<file path="src/rtl/mem_stage_pkg.sv">
// rtl/mem_stage_pkg.sv - opcodes, states and byte-enable constants for the memory stage
package mem_stage_pkg;

    localparam logic [5:0] OP_LW  = 6'b100011;
    localparam logic [5:0] OP_LB  = 6'b100000;
    localparam logic [5:0] OP_LBU = 6'b100100;
    localparam logic [5:0] OP_SW  = 6'b101011;
    localparam logic [5:0] OP_SB  = 6'b101000;

    localparam logic [3:0] BE_ALL   = 4'b1111;
    localparam logic [3:0] BE_BYTE0 = 4'b1000;

    typedef enum logic {
        ST_IDLE   = 1'b0,
        ST_ACCESS = 1'b1
    } state_t;

    function automatic logic is_load(input logic [5:0] op);
        return (op == OP_LW) || (op == OP_LB) || (op == OP_LBU);
    endfunction

    function automatic logic is_store(input logic [5:0] op);
        return (op == OP_SW) || (op == OP_SB);
    endfunction

    function automatic logic is_mem_op(input logic [5:0] op);
        return is_load(op) || is_store(op);
    endfunction

    function automatic logic is_word_op(input logic [5:0] op);
        return (op == OP_LW) || (op == OP_SW);
    endfunction

endpackage

</file>
<file path="src/rtl/mem_stage_if.sv">
// rtl/mem_stage_if.sv - data memory req/ack bus between the memory stage and data memory
interface mem_stage_if #(
    parameter int ADDR_W = 32
) ();
    logic              dmem_req;
    logic              dmem_we;
    logic [ADDR_W-1:0] dmem_addr;
    logic [31:0]       dmem_wdata;
    logic [3:0]        dmem_be;
    logic              dmem_ack;
    logic [31:0]       dmem_rdata;

    modport master (
        output dmem_req, dmem_we, dmem_addr, dmem_wdata, dmem_be,
        input  dmem_ack, dmem_rdata
    );

    modport slave (
        input  dmem_req, dmem_we, dmem_addr, dmem_wdata, dmem_be,
        output dmem_ack, dmem_rdata
    );
endinterface

</file>
<file path="src/rtl/mem_stage_lane_align.sv">
// rtl/mem_stage_lane_align.sv - big-endian byte-lane placement for stores, extraction/extension for loads
module mem_stage_lane_align
    import mem_stage_pkg::*;
(
    input  logic [5:0]  st_op,
    input  logic [1:0]  st_k,
    input  logic [31:0] st_data,
    output logic [3:0]  be,
    output logic [31:0] wdata,
    input  logic [5:0]  ld_op,
    input  logic [1:0]  ld_k,
    input  logic [31:0] rdata,
    output logic [31:0] ld_value
);
    logic [7:0] byte_sel;

    always_comb begin
        be    = BE_ALL;
        wdata = st_data;
        if (st_op == OP_SB || st_op == OP_LB || st_op == OP_LBU) begin
            be    = BE_BYTE0 >> st_k;
            wdata = {4{st_data[7:0]}};
        end
    end

    // Offset 0 is the most significant byte of the word
    always_comb begin
        byte_sel = 8'h00;
        case (ld_k)
            2'd0:    byte_sel = rdata[31:24];
            2'd1:    byte_sel = rdata[23:16];
            2'd2:    byte_sel = rdata[15:8];
            default: byte_sel = rdata[7:0];
        endcase
        ld_value = rdata;
        if (ld_op == OP_LB)       ld_value = {{24{byte_sel[7]}}, byte_sel};
        else if (ld_op == OP_LBU) ld_value = {24'h000000, byte_sel};
    end
endmodule

</file>
<file path="src/rtl/mem_stage.sv">
// rtl/mem_stage.sv - memory pipeline stage with variable-latency req/ack data memory and timeout
module mem_stage
    import mem_stage_pkg::*;
#(
    parameter int TIMEOUT_CYCLES = 255,
    parameter int ADDR_W         = 32
) (
    input  logic              clock,
    input  logic              reset_n,
    input  logic              ex_valid,
    input  logic [31:0]       ex_insn,
    input  logic [31:0]       ex_alu_out,
    input  logic [31:0]       ex_rt,
    input  logic [4:0]        ex_dest,
    input  logic              ex_reg_we,
    output logic              stall,
    mem_stage_if.master       dmem,
    output logic              wb_valid,
    output logic              wb_we,
    output logic [4:0]        wb_dest,
    output logic [31:0]       wb_data,
    output logic              mem_err
);
    localparam int CNT_W = (TIMEOUT_CYCLES > 1) ? $clog2(TIMEOUT_CYCLES) : 1;
    localparam logic [CNT_W-1:0] CNT_LAST = CNT_W'(TIMEOUT_CYCLES - 1);

    state_t           state;
    logic [CNT_W-1:0] cnt;
    logic [5:0]       op_q;
    logic [1:0]       k_q;
    logic [4:0]       dest_q;
    logic             reg_we_q;

    logic [5:0]  op;
    logic [3:0]  st_be;
    logic [31:0] st_wdata;
    logic [31:0] ld_value;
    logic        unused_insn;

    assign op          = ex_insn[31:26];
    assign unused_insn = &{1'b0, ex_insn[25:0]};
    assign stall       = (state == ST_ACCESS);

    mem_stage_lane_align u_align (
        .st_op    (op),
        .st_k     (ex_alu_out[1:0]),
        .st_data  (ex_rt),
        .be       (st_be),
        .wdata    (st_wdata),
        .ld_op    (op_q),
        .ld_k     (k_q),
        .rdata    (dmem.dmem_rdata),
        .ld_value (ld_value)
    );

    always_ff @(posedge clock) begin
        if (!reset_n) begin
            state           <= ST_IDLE;
            cnt             <= '0;
            op_q            <= '0;
            k_q             <= '0;
            dest_q          <= '0;
            reg_we_q        <= 1'b0;
            dmem.dmem_req   <= 1'b0;
            dmem.dmem_we    <= 1'b0;
            dmem.dmem_addr  <= '0;
            dmem.dmem_wdata <= '0;
            dmem.dmem_be    <= '0;
            wb_valid        <= 1'b0;
            wb_we           <= 1'b0;
            wb_dest         <= '0;
            wb_data         <= '0;
            mem_err         <= 1'b0;
        end else begin
            wb_valid <= 1'b0;
            wb_we    <= 1'b0;
            mem_err  <= 1'b0;
            case (state)
                ST_IDLE: if (ex_valid) begin
                    wb_dest <= ex_dest;
                    if (!is_mem_op(op)) begin
                        wb_valid <= 1'b1;
                        wb_we    <= ex_reg_we;
                        wb_data  <= ex_alu_out;
                    end else if (is_word_op(op) && ex_alu_out[1:0] != 2'b00) begin
                        wb_valid <= 1'b1;
                        mem_err  <= 1'b1;
                        wb_data  <= '0;
                    end else begin
                        state           <= ST_ACCESS;
                        cnt             <= '0;
                        op_q            <= op;
                        k_q             <= ex_alu_out[1:0];
                        dest_q          <= ex_dest;
                        reg_we_q        <= ex_reg_we;
                        dmem.dmem_req   <= 1'b1;
                        dmem.dmem_we    <= is_store(op);
                        dmem.dmem_addr  <= {ex_alu_out[ADDR_W-1:2], 2'b00};
                        dmem.dmem_be    <= st_be;
                        dmem.dmem_wdata <= st_wdata;
                    end
                end
                ST_ACCESS: begin
                    // Ack wins over expiry in the same cycle
                    if (dmem.dmem_ack) begin
                        state         <= ST_IDLE;
                        dmem.dmem_req <= 1'b0;
                        wb_valid      <= 1'b1;
                        wb_dest       <= dest_q;
                        wb_we         <= is_load(op_q) & reg_we_q;
                        wb_data       <= is_load(op_q) ? ld_value : 32'h0;
                    end else if (cnt == CNT_LAST) begin
                        state         <= ST_IDLE;
                        dmem.dmem_req <= 1'b0;
                        wb_valid      <= 1'b1;
                        wb_dest       <= dest_q;
                        wb_data       <= '0;
                        mem_err       <= 1'b1;
                    end else begin
                        cnt <= cnt + CNT_W'(1);
                    end
                end
                default: state <= ST_IDLE;
            endcase
        end
    end
endmodule

</file>
<file path="src/flat_wrapper.sv">
// flat-port wrapper written by rule: the top's interface ports become plain ports
module mem_stage_flat import mem_stage_pkg::*;
#(
    parameter int TIMEOUT_CYCLES = 255,
    parameter int ADDR_W         = 32
)
  (clock, reset_n, ex_valid, ex_insn, ex_alu_out, ex_rt, ex_dest, ex_reg_we, stall, wb_valid, wb_we, wb_dest, wb_data, mem_err, dmem_dmem_req, dmem_dmem_we, dmem_dmem_addr, dmem_dmem_wdata, dmem_dmem_be, dmem_dmem_ack, dmem_dmem_rdata);
  mem_stage_if #(.ADDR_W(ADDR_W)) dmem_i ();
  input  logic clock;
  input  logic reset_n;
  input  logic ex_valid;
  input  logic [31:0] ex_insn;
  input  logic [31:0] ex_alu_out;
  input  logic [31:0] ex_rt;
  input  logic [4:0] ex_dest;
  input  logic ex_reg_we;
  output logic stall;
  output logic wb_valid;
  output logic wb_we;
  output logic [4:0] wb_dest;
  output logic [31:0] wb_data;
  output logic mem_err;
  output wire logic [$bits(dmem_i.dmem_req)-1:0] dmem_dmem_req;
  output wire logic [$bits(dmem_i.dmem_we)-1:0] dmem_dmem_we;
  output wire logic [$bits(dmem_i.dmem_addr)-1:0] dmem_dmem_addr;
  output wire logic [$bits(dmem_i.dmem_wdata)-1:0] dmem_dmem_wdata;
  output wire logic [$bits(dmem_i.dmem_be)-1:0] dmem_dmem_be;
  input wire logic [$bits(dmem_i.dmem_ack)-1:0] dmem_dmem_ack;
  input wire logic [$bits(dmem_i.dmem_rdata)-1:0] dmem_dmem_rdata;
  assign dmem_dmem_req = dmem_i.dmem_req;
  assign dmem_dmem_we = dmem_i.dmem_we;
  assign dmem_dmem_addr = dmem_i.dmem_addr;
  assign dmem_dmem_wdata = dmem_i.dmem_wdata;
  assign dmem_dmem_be = dmem_i.dmem_be;
  assign dmem_i.dmem_ack = dmem_dmem_ack;
  assign dmem_i.dmem_rdata = dmem_dmem_rdata;
  mem_stage #(.TIMEOUT_CYCLES(TIMEOUT_CYCLES), .ADDR_W(ADDR_W)) u_core (.clock(clock), .reset_n(reset_n), .ex_valid(ex_valid), .ex_insn(ex_insn), .ex_alu_out(ex_alu_out), .ex_rt(ex_rt), .ex_dest(ex_dest), .ex_reg_we(ex_reg_we), .stall(stall), .dmem(dmem_i), .wb_valid(wb_valid), .wb_we(wb_we), .wb_dest(wb_dest), .wb_data(wb_data), .mem_err(mem_err));
endmodule
</file>
<file path="config.mk">
export PLATFORM = sky130hd
export DESIGN_NAME = mem_stage_flat
export DESIGN_NICKNAME = d
export VERILOG_FILES = /design/src/rtl/mem_stage_pkg.sv /design/src/rtl/mem_stage_if.sv /design/src/rtl/mem_stage_lane_align.sv /design/src/rtl/mem_stage.sv /design/src/flat_wrapper.sv
export SDC_FILE = /design/constraint.sdc
export NUM_CORES = 1
export LEC_CHECK = 0
export BUFFER_PORTS_ARGS = -buffer_cell sky130_fd_sc_hd__buf_2
export CAP_MARGIN = 20
export CORE_MARGIN = 4
export CORE_UTILIZATION = 50
export DETAILED_ROUTE_END_ITERATION = 12
export PLACE_DENSITY = 0.83
export SETUP_SLACK_MARGIN = 0.3
export SLEW_MARGIN = 0
export SYNTH_ARGS = -nofsm -noshare
export SYNTH_HDL_FRONTEND = slang
export SYNTH_SLANG_ARGS = --single-unit
</file>
<file path="constraint.sdc">
create_clock -name clock -period 5.4 [get_ports clock]
set_clock_uncertainty 0.2 [all_clocks]
set_input_delay 1.08 -clock clock [delete_from_list [all_inputs] [get_ports clock]]
set_output_delay 1.08 -clock clock [all_outputs]
set_load 0.02 [all_outputs]
</file>
## Yosys cells after proc, flatten, opt, wreduce, memory -nomap -nowiden

Cells that the tools add are included.

- Flip-flop bits (word level): 131
- Output and inout bits: 111
- Input bits: 138
- Word-level logic and storage cells: 104

- Add/sub/neg operators: 1
- Reduce and logical (&&, ||, !) cells: 17
- Equal/unequal tests: 18
- Multiplexer cells: 48
- Bitwise logic cells: 3
- Shifts and indexed selects: 1

Operators by type and width:

| cell | number |
|---|---|
| $mux W32 | 9 |
| $pmux W32 S2 | 1 |
| $eq A6 B6 Y1 const B | 8 |
| $mux W8 | 5 |
| $pmux W8 S3 | 1 |
| $mux W1 | 21 |
| $pmux W8 S2 | 1 |
| $mux W5 | 3 |
| $pmux W1 S2 | 5 |
| $pmux W5 S2 | 1 |
| $logic_or A1 B1 Y1 | 9 |
| $add A8 B1 Y8 const B | 1 |
| $eq A8 B8 Y1 const B | 1 |
| $ne A2 B2 Y1 const B | 4 |
| $reduce_and A4 Y1 | 2 |
| $ne A3 B3 Y1 const B | 2 |
| $reduce_and A5 Y1 | 1 |
| $mux W4 | 1 |
| $shr A4 B2 Y4 const A | 1 |
| $reduce_and A3 Y1 | 1 |
| $eq A2 B1 Y1 const B | 1 |
| $eq A2 B2 Y1 const B | 1 |
| $logic_not A2 Y1 | 1 |
| $ne A2 B1 Y1 const B | 1 |
| 5 further kinds | 6 |

## Longest topological paths before layout

- Word-level depth: 7
- Mapped depth: 8
- Gate-level depth less buffers: 6

## Modules after synthesis

From an unflattened synthesis, not the netlist that was laid out.

- Cell total of the unflattened synthesis: 797
- Area total of the unflattened synthesis: 6,995.5 um^2

By module, submodules not included:

| module | seq. area each (um^2) | instances | area each (um^2) | cells an instance |
|---|---|---|---|---|
| mem_stage | 2,622.5 | 1 | 5,830.6 | 669 |
| mem_stage_lane_align | 0.0 | 1 | 1,164.9 | 128 |

## Least setup slack after synthesis

OpenSTA, ideal clock, no wires.

- Path type: in2reg
- Start: input ex_insn[26]
- End: register u_core.dmem.dmem_be[3]
- Stages: 6
- Slack: 2.866 ns
- Arrival time: 2.212 ns
- Buffers on the path: 2
- Library setup time: 0.122 ns
- Required time: 5.078 ns
- Cells stage by stage: nor2_1 nand4b_2 a21bo_2 buf_2 buf_6 o311a_1

- Cells in the longest elaborated chain, start to end: 5
- Elaborated cells between the ends (all ways): 16
- Those cells by class: 5 x eq/ne; 1 x mux; 1 x bitwise; 9 x reduce/logical

RTL lines:

| element | line | source |
|---|---|---|
| start, declared | flat_wrapper.sv:12 | `input logic [31:0] ex_insn;` |
| $eq A6 B6 Y1 (on tied branches) | -- |  |
| $logic_or A1 B1 Y1 (on tied branches) | mem_stage_pkg.sv:19, mem_stage_pkg.sv:31 |  |
| $logic_or A1 B1 Y1 / $logic_and A1 B1 Y1 (equally long branches) | mem_stage_pkg.sv:19, mem_stage.sv:85 |  |
| $logic_or A1 B1 Y1 / $not A1 Y1 (equally long branches) | -- |  |
| $reduce_and A4 Y1 (no line) | -- |  |
| end signal, assigned | mem_stage.sv:99 | `dmem.dmem_be <= st_be;` |
| end, declared | mem_stage_if.sv:14 | `output dmem_req, dmem_we, dmem_addr, dmem_wdata, dmem_be,` |

Several ways; a longest one is shown, not always the timed one.
A chain may end at the register's enable or synchronous reset.

## Worst setup path in the final report

- Start: input ex_insn[28]
- End: register u_core.dmem.dmem_wdata[10]

- Cells in the longest elaborated chain, start to end: 5
- Elaborated cells between the ends (all ways): 16
- Those cells by class: 5 x eq/ne; 1 x mux; 1 x bitwise; 9 x reduce/logical

RTL lines:

| element | line | source |
|---|---|---|
| $eq A6 B6 Y1 (on tied branches) | -- |  |
| $logic_or A1 B1 Y1 (on tied branches) | mem_stage_pkg.sv:19, mem_stage_pkg.sv:31 |  |
| $logic_or A1 B1 Y1 / $logic_and A1 B1 Y1 (equally long branches) | mem_stage_pkg.sv:19, mem_stage.sv:85 |  |
| $logic_or A1 B1 Y1 / $not A1 Y1 (equally long branches) | -- |  |
| $reduce_and A4 Y1 (no line) | -- |  |
| end signal, assigned | mem_stage.sv:100 | `dmem.dmem_wdata <= st_wdata;` |
| end, declared | mem_stage_if.sv:14 |  |

Several ways; a longest one is shown, not always the timed one.

==> run metrics <==
Routed WL per cell 16.40 um; final number of setup-violating endpoints 0; Core Util, Final 0.6507; FF-to-FF path depth 5; commonest non-fill, non-tap cell in the layout buf_2; Crit. End Element flip-flop; Post-Syn Area per Cell 8.550 um^2; Comb pwr share 0.105; min cycle time layout 3.222 ns; Switching Share 0.2378; maximum clock frequency 0.3104 GHz; Netlist cell types 53; # hold bufs at CTS 0; dpl cell area 6902 um^2; Mapped Cells 689; number of flops mapped to enable cells by yosys 0; Bufs on Longest Clock Path 2; commonest non-fill, non-tap cells in the layout buf_2, nand2_1, dfxtp_1; Slew @ Worst Pin 1.071 ns; Routed Antenna Nets 0; Worst-Skew Late Latency 0.41 ns; total core area 11470 um^2; P_leak 3.237 nW; Startpoint Class input port; Synth Warn # 0; DR vias/cell 5.396; Yosys reg bits 131; Syn Std Cell Area 5891 um^2; Post-CTS Resized 0; Setup CP Type input port to flip-flop; Initial DRT Pass Iterations 5; design area 7462 um^2; Worst Path Required 5.53 ns; initial cell density of the core 0.5137; Final #Nets 1016; power share of the clock group 0.462; Slew Viols, Final 0; die area 13580 um^2; # IOs 249; clk sink count 131; Worst Path Max Fanout 50; most frequent CP cell buf_4; Async SR Flop Fraction 0; GRT overflow 0; max-cap viol count 0; Row Count 39; All-Layer GR Usage 0.2394; initial antenna violation count 0; DRC Markers 0; crit path DAT 3.35 ns; Flop pwr share 0.434; Fin. Hold Viols 0; global placement routability congestion 0.8268; global-route wire length before repair 25310 um; CTS tree built; H-tree depth 4; critical-path cell list buf_2, nand2_1, nand4b_2, buf_4, a21bo_2, buf_4, a211oi_1, nor3b_1; P per Cell Area 315.0 nW/um^2; vias 5563; Seq/Total Area, Yosys 0.4452; number of global-route vias before repair 5039; Top FF cell, synth dfxtp_1; Port Buffer Count 220; Diodes inserted 0; Slowest-stage cell, CP a21bo_2; setup TNS 0 ns; HP Class flip-flop to flip-flop; share of cells above drive strength 1 0.3041; root buffer cell clkbuf_16; max incr delay on CP 0.88 ns; Die X-Extent 116.5 um; outcome complete, no violations; area delta synth->final 26.68%; clock slew at reported path FFs 0.05 ns; DP HPWL 11850 um; DR iter-0 viols 417; Worst slew margin 0.2863; internal power 1.791 mW; die outline height 116.5 um; sw power 0.5588 mW; Final period util 0.5966; peak supply drop 0.2885 mV; Tot Pwr 2.350 mW; largest net degree at the start of global routing 129; RSZ-0062 raised after global routing false; setup bufs post-CTS 0; hold path cells 2; CTS buffer count 17; final wirelength 16910 um
[registers in the layout, indices dropped and copies added (netlist names)]
register and flops:
u_core.dest_q 5, u_core.reg_we_q 1, u_core.wb_we 1, u_core.dmem.dmem_we 1, u_core.dmem.dmem_addr 30, u_core.wb_valid 1, u_core.stall 1, u_core.wb_data 32
u_core.cnt 8, u_core.k_q 2, u_core.dmem.dmem_wdata 32, u_core.dmem.dmem_be 4, u_core.mem_err 1, u_core.op_q 6, u_core.dmem.dmem_req 1, u_core.wb_dest 5
[final cells by class]
| class | instances | area [um^2] |
|---|---|---|
| timing repair buffer | 227 | 1176 |
| multi-input combinational | 497 | 2917 |
| clock buffer | 28 | 516.7 |
| fill | 1005 | 4005 |
| clock inverter | 3 | 43.79 |
| tap | 143 | 178.9 |
| sequential | 131 | 2623 |
| inverter | 2 | 7.507 |
[logic make-up (layout without fill, tap and decap cells)]
| logic type | after synthesis | in the layout | share of synthesized area |
|---|---|---|---|
| AO/OA/AOI/OAI | 211 | 211 | 0.2434 |
| flip-flops | 131 | 131 | 0.4452 |
| XOR/XNOR | 6 | 6 | 0.008921 |
| multiplexers | 14 | 14 | 0.02613 |
| buffers and inverters | 62 | 260 | 0.06330 |
| other | 1 | 2 | 0.0006366 |
| adder cells (fa/ha/maj) | 2 | 2 | 0.004247 |
| AND/OR/NAND/NOR | 262 | 262 | 0.2082 |
[per-layer routing]
metal / up-vias / global-route usage / routed length, um
li1: 2800 / - / -
met1: 2546 / 0.3048 / 7152
met2: 184 / 0.3856 / 8256
met3: 33 / 0.06010 / 1051
met4: 0 / 0.1047 / 449
met5: - / 0 / 0
[through the flow]
stage               worst slack, ns  std cells  hold slack [ns]
global route                  1.981       1031           0.2672
detailed placement            1.752       1000           0.2464
finish                        2.179       1031           0.2506
floorplan                     2.866        690           0.2307
global placement              1.818        999           0.2364
CTS                           2.217       1031           0.2516
[power by group through the flow]
stage	Clock, mW	Combinational, mW	Sequential, mW
after floorplan	0	0.108	1.08
after global placement	0	0.239	1.04
after detailed placement	0	0.245	1.04
after CTS	1.10	0.246	1.02
after global routing	1.14	0.267	1.02
final	1.09	0.246	1.02
[critical path: cells and delay by family]
family | cells | cell delay, ns
compound gates | 2 | 0.97
buf+inv | 3 | 0.91
simple gates | 3 | 0.38
[synthesized netlist by cell type (2+ instances only)]
cell / instances / area, um^2
nand2b_1: 5 / 31.28
o21ai_0: 33 / 165.2
and2_1: 10 / 62.56
o211a_1: 8 / 80.08
ha_1: 2 / 25.02
a21oi_1: 6 / 30.03
o21ai_1: 27 / 135.1
nand3_1: 7 / 35.03
xor2_1: 5 / 43.79
nor2b_1: 7 / 43.79
dfxtp_1: 131 / 2623
nor3b_2: 2 / 25.02
mux2_2: 7 / 78.83
clkbuf_1: 26 / 97.59
nand2_1: 152 / 570.6
a21boi_1: 2 / 15.01
nand4_1: 5 / 31.28
and3_1: 3 / 18.77
a32oi_1: 3 / 26.28
buf_2: 19 / 95.09
nor2_1: 36 / 135.1
o22ai_1: 7 / 43.79
a211oi_1: 24 / 180.2
mux2i_1: 6 / 60.06
a21boi_0: 50 / 375.4
buf_4: 2 / 15.01
inv_1: 2 / 7.510
buf_6: 10 / 112.6
nor3b_1: 27 / 202.7
o211ai_1: 7 / 52.55
buf_8: 3 / 45.04
a31oi_1: 32 / 200.2
o21a_1: 3 / 22.52
[worst paths after layout]
check	startpoint	to	slack, ns
setup reg to reg	u_core.stall$_SDFF_PN0_	u_core.dmem.dmem_wdata[10]$_SDFFE_PN0P_	2.25
hold reg to reg	u_core.dmem.dmem_we$_SDFFE_PN0P_	u_core.dmem.dmem_we$_SDFFE_PN0P_	0.25
hold / removal	u_core.dmem.dmem_we$_SDFFE_PN0P_	u_core.dmem.dmem_we$_SDFFE_PN0P_	0.25
setup / recovery	ex_insn[28]	u_core.dmem.dmem_wdata[10]$_SDFFE_PN0P_	2.18
Note: power is estimated with default switching activity, not from simulation.
